**config.mk**
```make
export PLATFORM = sky130hd
export DESIGN_NAME = tournament_predictor
export DESIGN_NICKNAME = d
export VERILOG_FILES = /design/src/rtl/tournament_predictor.sv
export SDC_FILE = /design/constraint.sdc
export NUM_CORES = 2
export LEC_CHECK = 0
export BUFFER_PORTS_ARGS = -buffer_cell sky130_fd_sc_hd__buf_2
export CORE_ASPECT_RATIO = 1.4
export CORE_MARGIN = 1.5
export CORE_UTILIZATION = 30
export DETAILED_ROUTE_END_ITERATION = 8
export PLACE_DENSITY = 0.54
export SYNTH_ARGS = -nofsm -noshare
export SYNTH_HDL_FRONTEND = slang
export SYNTH_SLANG_ARGS = --single-unit
```
**constraint.sdc**
```tcl
create_clock -name clk -period 17.55 [get_ports clk]
set_input_delay 3.51 -clock clk [delete_from_list [all_inputs] [get_ports clk]]
set_output_delay 3.51 -clock clk [all_outputs]
set_load 0.01 [all_outputs]
```
**src/rtl/tournament_predictor.sv**
```systemverilog
// Tournament branch direction predictor: local two-level + gshare, selected per PC by a chooser.
// Tables are swept to a known state by an init FSM after reset; training is non-speculative.
module tournament_predictor #(
  parameter int PC_WIDTH   = 32,
  parameter int LHT_IDX    = 6,
  parameter int LHIST_BITS = 6,
  parameter int GHR_BITS   = 8
) (
  input  logic                clk,
  input  logic                rst,
  input  logic [PC_WIDTH-1:0] F_PC_i,
  output logic                F_ready_o,
  output logic                F_predict_o,
  output logic                F_local_predict_o,
  output logic                F_global_predict_o,
  input  logic                D_train_valid_i,
  input  logic [PC_WIDTH-1:0] D_train_PC_i,
  input  logic                D_train_predict_i,
  input  logic                D_train_local_predict_i,
  input  logic                D_train_global_predict_i,
  input  logic                D_train_taken_i,
  input  logic                D_train_local_taken_i,
  input  logic                D_train_global_taken_i,
  output logic [31:0]         perf_branches_o,
  output logic [31:0]         perf_mispredicts_o
);

  // state   | meaning
  // ST_INIT | sweeping every table entry to its reset value, predictions forced to 0
  // ST_RUN  | predicting and training
  typedef enum logic {ST_INIT, ST_RUN} state_e;

  localparam int LHT_N   = 1 << LHT_IDX;
  localparam int LPHT_N  = 1 << LHIST_BITS;
  localparam int GPHT_N  = 1 << GHR_BITS;
  localparam int SW_BITS = (LHT_IDX > LHIST_BITS) ?
                           ((LHT_IDX > GHR_BITS) ? LHT_IDX : GHR_BITS) :
                           ((LHIST_BITS > GHR_BITS) ? LHIST_BITS : GHR_BITS);

  state_e                state_q, state_d;
  logic [SW_BITS-1:0]    sweep_q, sweep_d;
  logic [GHR_BITS-1:0]   ghr_q, ghr_d;
  logic [31:0]           perf_br_q, perf_br_d;
  logic [31:0]           perf_mp_q, perf_mp_d;

  logic [LHIST_BITS-1:0] lht_q   [LHT_N];
  logic [1:0]            lpht_q  [LPHT_N];
  logic [1:0]            gpht_q  [GPHT_N];
  logic [1:0]            chsr_q  [GPHT_N];

  logic                  ready;
  logic [LHT_IDX-1:0]    f_li, t_li;
  logic [LHIST_BITS-1:0] f_lp, t_lp;
  logic [GHR_BITS-1:0]   f_ci, f_gi, t_ci, t_gi;
  logic                  t_en, t_o, t_chsr_en;
  logic [1:0]            t_lpht_d, t_gpht_d, t_chsr_d;
  logic [LHIST_BITS-1:0] t_lht_d;
  logic                  sw_lht, sw_lpht, sw_gpht;
  logic                  unused_ok;

  function automatic logic [1:0] sat_upd(input logic [1:0] c, input logic up);
    logic [1:0] r;
    if (up) r = (c == 2'b11) ? c : c + 2'b01;
    else    r = (c == 2'b00) ? c : c - 2'b01;
    return r;
  endfunction

  assign ready = (state_q == ST_RUN);

  always_ff @(posedge clk) begin
    if (rst) begin
      state_q   <= ST_INIT;
      sweep_q   <= '0;
      ghr_q     <= '0;
      perf_br_q <= '0;
      perf_mp_q <= '0;
    end else begin
      state_q   <= state_d;
      sweep_q   <= sweep_d;
      ghr_q     <= ghr_d;
      perf_br_q <= perf_br_d;
      perf_mp_q <= perf_mp_d;
    end
  end

  always_comb begin
    state_d = state_q;
    sweep_d = sweep_q;
    case (state_q)
      ST_INIT: begin
        sweep_d = sweep_q + 1'b1;
        if (sweep_q == {SW_BITS{1'b1}}) state_d = ST_RUN;
      end
      ST_RUN:  state_d = ST_RUN;
      default: state_d = ST_INIT;
    endcase
  end

  // Fetch-side lookup, purely combinational from the current table contents.
  always_comb begin
    f_li = F_PC_i[LHT_IDX+1:2];
    f_lp = lht_q[f_li];
    f_ci = F_PC_i[GHR_BITS+1:2];
    f_gi = ghr_q ^ f_ci;
    F_ready_o          = ready;
    F_local_predict_o  = ready & lpht_q[f_lp][1];
    F_global_predict_o = ready & gpht_q[f_gi][1];
    F_predict_o        = ready & (chsr_q[f_ci][1] ? gpht_q[f_gi][1] : lpht_q[f_lp][1]);
  end

  // Training uses pre-update history; o reflects the actual direction of the branch.
  always_comb begin
    t_en      = ready & D_train_valid_i & ~rst;
    t_o       = ~(D_train_predict_i ^ D_train_taken_i);
    t_li      = D_train_PC_i[LHT_IDX+1:2];
    t_lp      = lht_q[t_li];
    t_ci      = D_train_PC_i[GHR_BITS+1:2];
    t_gi      = ghr_q ^ t_ci;
    t_lpht_d  = sat_upd(lpht_q[t_lp], t_o);
    t_gpht_d  = sat_upd(gpht_q[t_gi], t_o);
    t_chsr_en = D_train_local_taken_i ^ D_train_global_taken_i;
    t_chsr_d  = sat_upd(chsr_q[t_ci], D_train_global_taken_i);
    t_lht_d   = {lht_q[t_li][LHIST_BITS-2:0], t_o};
    ghr_d     = ghr_q;
    perf_br_d = perf_br_q;
    perf_mp_d = perf_mp_q;
    if (t_en) begin
      ghr_d     = {ghr_q[GHR_BITS-2:0], t_o};
      perf_br_d = perf_br_q + 32'd1;
      if (!D_train_taken_i) perf_mp_d = perf_mp_q + 32'd1;
    end
  end

  always_comb begin
    sw_lht  = ({1'b0, sweep_q} < (SW_BITS+1)'(LHT_N));
    sw_lpht = ({1'b0, sweep_q} < (SW_BITS+1)'(LPHT_N));
    sw_gpht = ({1'b0, sweep_q} < (SW_BITS+1)'(GPHT_N));
  end

  always_ff @(posedge clk) begin
    if (!rst && state_q == ST_INIT) begin
      if (sw_lht)  lht_q[sweep_q[LHT_IDX-1:0]]     <= '0;
      if (sw_lpht) lpht_q[sweep_q[LHIST_BITS-1:0]] <= 2'b01;
      if (sw_gpht) begin
        gpht_q[sweep_q[GHR_BITS-1:0]] <= 2'b01;
        chsr_q[sweep_q[GHR_BITS-1:0]] <= 2'b01;
      end
    end else if (t_en) begin
      lht_q[t_li]  <= t_lht_d;
      lpht_q[t_lp] <= t_lpht_d;
      gpht_q[t_gi] <= t_gpht_d;
      if (t_chsr_en) chsr_q[t_ci] <= t_chsr_d;
    end
  end

  assign perf_branches_o    = perf_br_q;
  assign perf_mispredicts_o = perf_mp_q;

  // Carried predictions and the high/low PC bits are not needed for indexing or training.
  assign unused_ok = ^{F_PC_i[PC_WIDTH-1:GHR_BITS+2], F_PC_i[1:0],
                       D_train_PC_i[PC_WIDTH-1:GHR_BITS+2], D_train_PC_i[1:0],
                       D_train_local_predict_i, D_train_global_predict_i};

endmodule

```
==> insert_results.sql <==
INSERT INTO impl_metrics (metric_group, metric, value, unit) VALUES
('status', 'status', 'finished, final reports clean', ''),
('global_routing', 'grt_pass1_vias', '42400', ''),
('global_routing', 'initial_antenna_violation_count', '11', ''),
('worst_setup_path', 'critical_path.slowest_cell', 'buf_4', ''),
('route', 'count_of_antenna_violating_nets_left_after_detailed_routing', '0', ''),
('worst_setup_path', 'arrival', '9120', 'ps'),
('clock_tree', 'cts_htree_levels', '4', ''),
('route', 'routed_wire_length_per_instance', '26.4', 'um'),
('logic_synthesis', 'post_synthesis_net_count', '4282', ''),
('logic_synthesis', 'yosys-top-cells-area', 'edfxtp_1 62%, mux4_2 21%, nor2_1 3.8%', ''),
('final_layout', 'synthToLayoutAreaGrowth', '12.8', '%'),
('worst_setup_path', 'setup.worst_path.end_class', 'output port', ''),
('clock_tree', 'postCtsSetupRepairBufs', '0', ''),
('power_and_ir_drop', 'ir_worst_vdd', '0.0000672', 'V'),
('route', 'routed-via-count', '40000', ''),
('timing', 'post-route-min-period', '12630', 'ps'),
('logic_synthesis', 'syn-mean-instance-area', '17.6', 'um^2'),
('placed_design', 'dpl.hpwl', '124', 'mm'),
('worst_setup_path', 'timing.critical_path.slowest_cell_delay', '870', 'ps'),
('power_and_ir_drop', 'seq_power_share', '0.517', ''),
('timing', 'rsz0062_at_grt', 'no', ''),
('timing', 'drv_slew', '0', ''),
('logic_synthesis', 'post_synthesis_compound_gate_area_fraction', '0.0182', ''),
('logic_synthesis', 'simple_gate_share_of_the_synthesized_area', '0.0642', ''),
('clock_tree', 'tritoncts.num_buffers', '165', ''),
('power_and_ir_drop', 'p_sw', '1.73', 'mW'),
('clock_tree', 'post_cts_resize_count', '0', ''),
('timing', 'finalHoldViolations', '0', ''),
('worst_setup_path', 'required_time_of_the_critical_path', '14040', 'ps'),
('worst_setup_path', 'critical_path.startpoint_type', 'primary input', ''),
('logic_synthesis', 'ys_async_sr_fraction', '0', ''),
('global_routing', 'gr-total-overflow', '0', ''),
('floorplanning', 'die_h', '590', 'um'),
('route', 'drtIter0Drc', '3282', ''),
('power_and_ir_drop', 'power.clock.fraction', '0.429', ''),
('logic_synthesis', 'synth-edff-count', '1536', ''),
('timing', 'layout_worst_path_cycle_share', '0.720', ''),
('logic_synthesis', 'dominantRegCellSynth', 'edfxtp_1', ''),
('logic_synthesis', 'synth.ff_latch_count', '1617', ''),
('logic_synthesis', 'synthesis_warnings', '0', ''),
('worst_setup_path', 'timing.setup.critical_path_class', 'primary input to output port', ''),
('floorplanning', 'core', '245000', 'um^2'),
('timing', 'clock_skew', '59.9', 'ps'),
('logic_synthesis', 'yosysUniqueCellTypes', '74', ''),
('timing', 'timing_worst_slew_pin_value', '1260', 'ps'),
('power_and_ir_drop', 'power.density', '96.7', 'nW/um^2'),
('job', 'count_of_maximum_capacitance_violations', '0', ''),
('clock_tree', 'clk-insertion-delay-late', '810', 'ps'),
('global_routing', 'grt_pass1_wl', '293', 'mm'),
('logic_synthesis', 'ys_seq_area_frac', '0.646', ''),
('route', 'drc_errors', '0', ''),
('placed_design', 'place.gp.congestion', '0.825', ''),
('logic_synthesis', 'synth_largest_area_cell', 'edfxtp_1', ''),
('power_and_ir_drop', 'swShare', '0.215', ''),
('logic_synthesis', 'post_synthesis_cells', '4206', ''),
('power_and_ir_drop', 'reported_leakage_power', '27.4', 'nW'),
('global_routing', 'grt_max_degree', '257', ''),
('floorplanning', 'chipWidth', '422', 'um'),
('floorplanning', 'die_area', '249000', 'um^2'),
('timing', 'finalSetupViolations', '0', ''),
('final_layout', 'post_route_cells_drive_above_1_share', '0.274', ''),
('logic_synthesis', 'synthAdderAreaFrac', '0.000508', ''),
('floorplanning', 'core.rowCount', '215', ''),
('route', 'drt-pass1-iter-count', '6', ''),
('worst_setup_path', 'critical_path.max_fanout', '71', ''),
('route', 'detail_route.vias_per_cell', '5.24', ''),
('clock_tree', 'clock_sink_count', '1617', ''),
('worst_setup_path', 'crit_chain', 'buf_8 -> buf_4 -> mux4_1 -> mux4_2 -> mux2i_1 -> mux2i_4 -> buf_4 -> mux2i_1 -> a221o_1 -> a21oi_1 -> a31oi_1 -> o2111a_1 -> nor3b_2 -> mux2_2 -> buf_2', ''),
('worst_setup_path', 'timing.critical_path.max_delay_family', 'multiplexers', ''),
('logic_synthesis', 'post_synth_xor_area_fraction', '0.00986', ''),
('clock_tree', 'max-clock-path-buffers', '4', '');
-- worst paths after layout --
kind	endpoint	startpoint	cells after the start	slack [ps]
max reg2reg	gpht_q[151][1]	ghr_q[0]	11	11290
max	F_predict_o	F_PC_i[2]	15	4920
min reg2reg	perf_branches_o[31]	perf_branches_o[31]	2	490
min	perf_branches_o[31]	perf_branches_o[31]	2	490
-- per-stage QoR --
| stage | std cells | util | hold WS [ps] | area (um^2) | worst slack [ps] |
|---|---|---|---|---|---|
| floorplan | 4206 | - | 466 | 73900 | 2840 |
| global placement | 7351 | 0.319 | 466 | 78100 | 4700 |
| detailed placement | 7351 | 0.319 | 475 | 78100 | 4690 |
| CTS | 7630 | 0.340 | 487 | 83300 | 4700 |
| global route | 7633 | 0.340 | 512 | 83300 | 4560 |
| finish | 7635 | 0.340 | 487 | 83300 | 4920 |
-- worst reg2reg max path, stage by stage, from the launching register on --
cell and delay (ps):
dfxtp_1 570, xor2_4 200, buf_4 660, buf_4 790, mux4_2 610, mux4_2 530, mux4_2 560, mux4_2 500
o21ai_0 320, a21oi_4 280, buf_4 400, buf_4 450
-- cell usage in the layout, fill, tap and decap left out, drive strengths merged, types with 53 or more instances in the layout --
| cell | count |
|---|---|
| xor2 | 59 |
| dfxtp | 81 |
| edfxtp | 1536 |
| nand2 | 202 |
| mux4 | 732 |
| buf | 177 |
| clkbuf | 192 |
| mux2i | 102 |
| nand3 | 53 |
| nor2 | 756 |
| clkinv | 64 |
-- routing by layer --
| metal | up-vias | track usage | share of wire |
|---|---|---|---|
| met4 | 6 | 0.0522 | 0.032 |
| met1 | 21400 | 0.193 | 0.39 |
| met2 | 1137 | 0.292 | 0.54 |
| met5 | - | 0 | 0.00017 |
| met3 | 343 | 0.0191 | 0.048 |
| li1 | 17100 | - | - |
-- kinds of logic after synthesis --
group,after synthesis
buffers and inverters,298
muxes,858
DFF,1617
xor gates and xnor gates,81
AOI/OAI and AO/OA,203
adders and majority gates,3
and+or+nand+nor,1146
-- power groups by stage --
stage	clock network (mW)	logic [mW]	registers (mW)
4_1_cts	3.53	0.445	4.16
3_5_place_dp	0	0.444	4.25
5_1_grt	3.66	0.459	4.16
2_1_floorplan	0	0.298	4.25
3_3_place_gp	0	0.444	4.25
6_report	3.46	0.438	4.16
-- final cells by class --
type / instances / area (um^2)
inverters: 10 / 38.8
diodes: 5 / 12.5
well taps: 3255 / 4070
clock buffers: 191 / 4350
flip-flops and latches: 1617 / 47700
clock inverters: 88 / 821
repair buffers: 178 / 1190
fillers: 23200 / 162000
multi-input cells: 2291 / 25100
-- registers in the layout, summed over array words and instances (netlist names), 8 cells and up --
name                flops
chsr_q                512
gpht_q                512
lht_q                 384
lpht_q                128
perf_branches_o        32
perf_mispredicts_o     32
ghr_q                   8
sweep_q                 8
(Power assumes the default switching activity.)
